`src/rtl/pipelined_cpu_core.sv`:
```
// rtl/pipelined_cpu_core.sv - three-stage decode/execute/writeback core with execute forwarding
module pipelined_cpu_core #(
    parameter int DATA_WIDTH  = 8,
    parameter int NUM_REGS    = 128,
    parameter int COUNT_WIDTH = 16
) (
    input  logic                   clock_in,
    input  logic                   reset_in,
    input  logic                   instr_valid_in,
    input  logic [31:0]            instr_in,
    output logic                   instr_ready_out,
    output logic                   result_valid_out,
    output logic [DATA_WIDTH-1:0]  result_out,
    output logic [6:0]             result_rd_out,
    output logic [COUNT_WIDTH-1:0] retired_count_out
);
    localparam int SHW = $clog2(DATA_WIDTH);
    localparam logic [7:0] NREG = 8'(NUM_REGS);

    // Full 7-bit address space; entries at or above NUM_REGS are never written and read as 0
    logic [DATA_WIDTH-1:0] regs [128];

    logic                  d_valid;
    logic [6:0]            d_rd, d_rs1, d_rs2;
    logic [7:0]            d_imm;
    logic                  d_imm_sel;
    logic [2:0]            d_op;

    logic                  ex_valid;
    logic [6:0]            ex_rd;
    logic [DATA_WIDTH-1:0] ex_result;

    logic [DATA_WIDTH-1:0] op_a, reg_b, op_b, alu;
    logic [SHW-1:0]        shamt;

    logic unused_instr_bits;
    assign unused_instr_bits = ^instr_in[9:4];

    assign instr_ready_out = reset_in;

    always_comb begin
        op_a = '0;
        reg_b = '0;
        if (d_rs1 != 7'd0 && {1'b0, d_rs1} < NREG)
            op_a = regs[d_rs1];
        if (d_rs2 != 7'd0 && {1'b0, d_rs2} < NREG)
            reg_b = regs[d_rs2];
        // Execute-stage result overrides the register file for back-to-back dependencies
        if (ex_valid && ex_rd != 7'd0 && ex_rd == d_rs1)
            op_a = ex_result;
        if (ex_valid && ex_rd != 7'd0 && ex_rd == d_rs2)
            reg_b = ex_result;
        op_b  = d_imm_sel ? DATA_WIDTH'(d_imm) : reg_b;
        shamt = op_b[SHW-1:0];
        case (d_op)
            3'd0:    alu = op_a + op_b;
            3'd1:    alu = op_a - op_b;
            3'd2:    alu = op_a & op_b;
            3'd3:    alu = op_a | op_b;
            3'd4:    alu = op_a ^ op_b;
            3'd5:    alu = op_a << shamt;
            3'd6:    alu = op_a >> shamt;
            default: alu = op_b;
        endcase
    end

    always_ff @(posedge clock_in) begin
        if (!reset_in) begin
            d_valid           <= 1'b0;
            d_rd              <= '0;
            d_rs1             <= '0;
            d_rs2             <= '0;
            d_imm             <= '0;
            d_imm_sel         <= 1'b0;
            d_op              <= '0;
            ex_valid          <= 1'b0;
            ex_rd             <= '0;
            ex_result         <= '0;
            result_valid_out  <= 1'b0;
            result_out        <= '0;
            result_rd_out     <= '0;
            retired_count_out <= '0;
            for (int i = 0; i < 128; i++)
                regs[i] <= '0;
        end else begin
            d_valid <= instr_valid_in;
            if (instr_valid_in) begin
                d_rd      <= instr_in[31:25];
                d_rs1     <= instr_in[24:18];
                d_rs2     <= instr_in[17:11];
                d_imm     <= instr_in[17:10];
                d_imm_sel <= instr_in[3];
                d_op      <= instr_in[2:0];
            end
            ex_valid         <= d_valid;
            ex_rd            <= d_rd;
            ex_result        <= alu;
            result_valid_out <= ex_valid;
            if (ex_valid) begin
                result_out        <= ex_result;
                result_rd_out     <= ex_rd;
                retired_count_out <= retired_count_out + COUNT_WIDTH'(1);
                if (ex_rd != 7'd0 && {1'b0, ex_rd} < NREG)
                    regs[ex_rd] <= ex_result;
            end
        end
    end
endmodule

```
`config.mk`:
```
export PLATFORM = sky130hd
export DESIGN_NAME = pipelined_cpu_core
export DESIGN_NICKNAME = d
export VERILOG_FILES = /design/src/rtl/pipelined_cpu_core.sv
export SDC_FILE = /design/constraint.sdc
export NUM_CORES = 2
export LEC_CHECK = 0
export BUFFER_PORTS_ARGS = -buffer_cell sky130_fd_sc_hd__buf_2
export CORE_MARGIN = 1
export CORE_UTILIZATION = 40
export CTS_CLUSTER_SIZE = 12
export DETAILED_ROUTE_END_ITERATION = 10
export SETUP_SLACK_MARGIN = 0.4
export SYNTH_ARGS = -nofsm -noshare
export SYNTH_HDL_FRONTEND = slang
export SYNTH_SLANG_ARGS = --single-unit
```
`constraint.sdc`:
```
create_clock -name clock_in -period 6.4 [get_ports clock_in]
set_input_delay 0.64 -clock clock_in [delete_from_list [all_inputs] [get_ports clock_in]]
set_output_delay 0.64 -clock clock_in [all_outputs]
set_load 0.01 [all_outputs]
```
Yosys cells after proc, flatten, opt, wreduce, memory -nomap -nowiden --
Memory sizes are Yosys's and may differ from the RTL's. A register that Yosys moved wholly into a read port is not among the register bits. Index checks and enable logic that the tools add are counted.
Word-level totals: flip-flop bits (word level) 82, bits in writable memories 1024, output and inout bits 33, word-level logic and storage cells 57, memories kept 1
Cells by class: $add $sub $neg 3, equality and inequality tests 8, shift operators 2, multiplexer cells 18, bitwise operators 3, reduce and logical (&&, ||, !) cells 8
Memories:
- regs | words 128, bits a word 8, rd ports 2, clocked after Yosys merged registers in 2, wr ports 128, RTL line 21 | logic [DATA_WIDTH-1:0] regs [128];
Operators with widths (count):
- $pmux W8 S7 | 1
- $mux W8 | 6
- $mux W7 | 5
- $reduce_bool A7 Y1 | 3
- $add A16 B1 Y16 const B | 1
- $eq A7 B7 Y1 | 2
- $eq A3 B3 Y1 const B | 3
- $add A8 B8 Y8 | 1
- $and A8 B8 Y8 | 1
- $or A8 B8 Y8 | 1
- $reduce_or A8 Y1 | 1
- $shl A8 B3 Y8 | 1
- $shr A8 B3 Y8 | 1
- $sub A8 B8 Y8 | 1
- $xor A8 B8 Y8 | 1
- $eq A3 B2 Y1 const B | 2
- $mux W1 | 6
- $eq A3 B1 Y1 const B | 1
- $logic_and A1 B1 Y1 | 3
- $logic_not A3 Y1 | 1

Depth between registers and ports, before layout --
word-level depth 7, mapped depth 25, gate-level depth less buffers 20

Worst setup path after synthesis --
Ideal clock, no wire load.
path type flip-flop to flip-flop, start register with a tool-made name, end register ex_result[5], setup time 0.119 ns, arrival 4.613 ns, setup slack 1.668 ns, cell stages (with the launch flop) 22, buffers on the path 2, period minus slack after synthesis 4.732 ns, cells stage by stage dfxtp_1 buf_6 mux4_1 mux4_2 and3_1 a2111oi_2 a221oi_2 nor2_8 buf_2 ha_1 a21oi_1 ha_1 a21o_1 a21o_1 a21o_1 nand2_1 nor2b_1 xnor2_1 a221oi_1 o31a_1 o21ai_1 o221a_1
RTL lines:
- to (signal assigned) | RTL line 97 | ex_result <= alu;
- to (decl) | RTL line 31 | logic [DATA_WIDTH-1:0] ex_result;

==> out/qor.yml <==
run_status:
  status: "finished, final reports clean"
synth:
  synth.yosys.seq_area_share_pct: 53.0
  synth-seq-cells: 1113
  yosysTopAreaCellShare_pct: 50.1
  syn-mean-instance-area_um2: 13.4
  yosys-top-cells-area: "edfxtp_1 (50%), mux4_2 (15%), and2_1 (7.9%)"
  synth_top_area_cell: "edfxtp_1"
  syn_area_mm2: 0.0614
  post_synth_inst_count: 4568
  synth_top_flop_cell: "edfxtp_1"
  yosysUniqueCellTypes: 97
  synth_edf_count: 1024
  ys_warn_count: 0
  async_flop_share_pct: 0
sta:
  worst_slew_pin_slew_ps: 1310
  setup_viol: 0
  rsz0062_at_grt: "no"
  tns_ps: 0
  fmax_mhz: 173
  finalCritPeriodShare_pct: 90.6
  fin_crit_ps: 5800
  slew_violations: 0
  relSlewSlack_pct: 11.7
  fin_skew_ps: 88.2
  finalHoldViolations: 0
placed_design:
  dpl_cell_area_mm2: 0.0645
  gp_congestion: 1.02
  hpwl_um: 158000
  dp.cells: 6515
  io_buffer_count: 61
cells_and_area:
  area_delta_synth_final_pct: 11.6
  register_area_mm2: 0.0326
  fin_nets: 4677
  fin_cells: 6749
  final_area_mm2: 0.0685
  multiInputGateArea_mm2: 0.0264
  finalCoreUtilization_pct: 45.1
  layout_common_cells: "edfxtp_1 (1024), and2_1 (772), mux4_2 (422), buf_4 (281), nor3_1 (280)"
  nFillCells: 13726
  drive_above_1_share_pct: 22.4
  layout_commonest_cell: "edfxtp_1"
setup_path:
  cp-start-kind: "flip-flop"
  critical_path_class: "flip-flop to flip-flop"
  path_depth: 19
  critPathBufInv: 2
  critPathMaxStageDelay_ps: 720
  cpMaxStageDelayCell: "o21ai_0"
  crit_path_end_kind: "flip-flop"
  cpLargestDelayFamily: "compound AO/OA/AOI/OAI gates"
  path_common_cell: "xnor2_1"
  worstPathCellList: "buf_12 -> buf_4 -> mux4_2 -> mux2i_1 -> o21ai_0 -> nand3_1 -> a211o_1 -> o221ai_1 -> o21ai_0 -> xnor2_1 -> ha_1 -> or3_1 -> o21ai_0 -> a21oi_1 -> xnor2_1 -> xnor2_1 -> xnor2_1 -> a21oi_1 -> a31oi_1"
  timing.rr.end: "ex_result[7]$_SDFF_PN0_"
  crit_path_end: "ex_result[7]$_SDFF_PN0_"
  cp_max_fo: 30
  crit_required_ps: 7100
  rrSetupSlack_ps: 600
  r2r_cells: 19
  crit_arrival_ps: 6500
global_routing:
  grt.total_usage_pct: 28.8
  grt_max_degree: 146
  grt_pass1_vias: 41589
  gr-total-overflow: 0
  grt_first_pass_wirelength_um: 319000
  grt_antenna_before_repair: 19
die:
  core_mm2: 0.152
  num_rows: 143
  die_x_um: 394
  io_pins: 68
  die_area_mm2: 0.155
  die_h_um: 394
  initial_core_util_pct: 40.4
cts:
  cts.path.max_buffers: 3
  htreeDepth: 3
  clockRootBuffer: "clkbuf_16"
  cts.sinks: 1113
  cts_hold_buf: 0
  clk_latency_ps: 830
  cts_tree: "built"
  cts_buffers: 121
  clkTransAtPathRegs_ps: 60
route:
  vias: 43588
  dr.pass1.iters: 7
  drcViolationCount: 0
  wl_per_cell_um: 33.8
  ant_nets: 0
  via_per_inst: 6.46
  wl_um: 228000
  drt_iter0_drc: 6674
hold_path:
  hold_path_class: "input pin to flip-flop"
run:
  maxCapViolations: 0
power_and_ir_drop:
  ir_drop_mv: 0.250
  power.density_mw_per_mm2: 277
  finalPower_mw: 19.0
  p_leak_nw: 23.6
-- per-layer routing --
layer  up-vias  wire length [um]  track usage, %
met5         -                86               0
met4        16             14000            14.6
met3       628             28400            8.44
met2      3082             99800            42.6
met1     22206             85800            38.4
li1      17656                 -               -
-- worst reg2reg max path, stage by stage, from the launching register on --
cell and delay [ps]:
dfxtp_4 640, buf_12 280, buf_4 370, mux4_2 300, mux2i_1 90, o21ai_0 720
nand3_1 350, a211o_1 410, o221ai_1 510, o21ai_0 230, xnor2_1 170, ha_1 340
or3_1 320, o21ai_0 90, a21oi_1 90, xnor2_1 190, xnor2_1 160, xnor2_1 140
a21oi_1 90, a31oi_1 200
-- logic make-up (layout without fill, tap and decap cells) --
family,count (synthesis),in the layout,share of synthesized area (%)
buffers and inverters,484,625,4.20
muxes,744,744,21.3
AOI/OAI and AO/OA,563,563,6.04
other,1,11,0.00611
xor gates and xnor gates,40,40,0.571
and+or+nand+nor,1596,1596,14.3
adders and majority gates,27,27,0.563
DFF,1113,1113,53.0
-- Yosys cell counts, types with 18 or more instances --
library cell	instances
a21oi_1	80
a22oi_1	98
and2_1	773
and3_1	26
buf_1	27
buf_2	53
buf_4	40
buf_6	30
clkbuf_1	275
dfxtp_1	89
edfxtp_1	1024
ha_1	26
inv_1	25
mux2_2	29
mux2i_1	273
mux4_1	18
mux4_2	422
nand2_1	118
nand3_1	41
nor2_1	223
nor2b_1	41
nor3_1	280
o21ai_0	174
o22ai_1	39
xor2_1	27
-- flip-flops by register name, summed over array words and instances (netlist names), named ones only --
name	cells
d_imm_sel	1
result_out	8
result_valid_out	1
retired_count_out	16
d_rs1	7
ex_valid	1
ex_rd	7
ex_result	8
regs	1024
d_valid	1
d_imm	1
d_rd	7
d_rs2	7
result_rd_out	7
d_op	3
-- through the flow --
| stage | hold WS (ps) | worst slack [ps] |
|---|---|---|
| 6_report | 42.8 | 604 |
| 5_1_grt | 27.8 | 483 |
| 4_1_cts | 21.6 | 407 |
| 3_5_place_dp | 435 | 168 |
| 3_3_place_gp | 418 | 66.3 |
| 2_1_floorplan | 412 | 1670 |
-- worst min-delay path by stage --
stage                           endpoint  slack (ps)  depth (start not counted)               start
floorplan            ex_valid$_SDFF_PN0_         410                          1  d_valid$_SDFF_PN0_
global route        d_rd[6]$_SDFFE_PN0P_          30                          3        instr_in[31]
global placement     ex_valid$_SDFF_PN0_         420                          1  d_valid$_SDFF_PN0_
finish              d_rd[5]$_SDFFE_PN0P_          40                          3        instr_in[30]
detailed placement   ex_valid$_SDFF_PN0_         430                          1  d_valid$_SDFF_PN0_
CTS                 d_rd[5]$_SDFFE_PN0P_          20                          3        instr_in[30]
-- power by group --
part / internal [mW] / switching (mW)
Combinational: 1.11 / 2.25
Clock: 3.86 / 3.12
Sequential: 8.20 / 0.441
Total: 13.2 / 5.82
-- cell type report --
type / count / share of cell area [%]
diodes: 3 / 0.0110
clock buffers: 157 / 4.78
clock inverters: 67 / 0.882
inverters: 33 / 0.192
multi-input cells: 2978 / 38.6
flip-flops and latches: 1113 / 47.6
well taps: 2030 / 3.71
repair buffers: 368 / 4.29
-- timing repair --
| action | CTS | global route |
|---|---|---|
| endpoints found under the setup margin | 3 | 3 |
| gates resized for setup | 1 | 4 |
| buffers inserted | 0 | 7 |
| pin swaps | 0 | 0 |
| endpoints found under the hold margin | 0 | 0 |
Power figures use the tool's default switching activity.
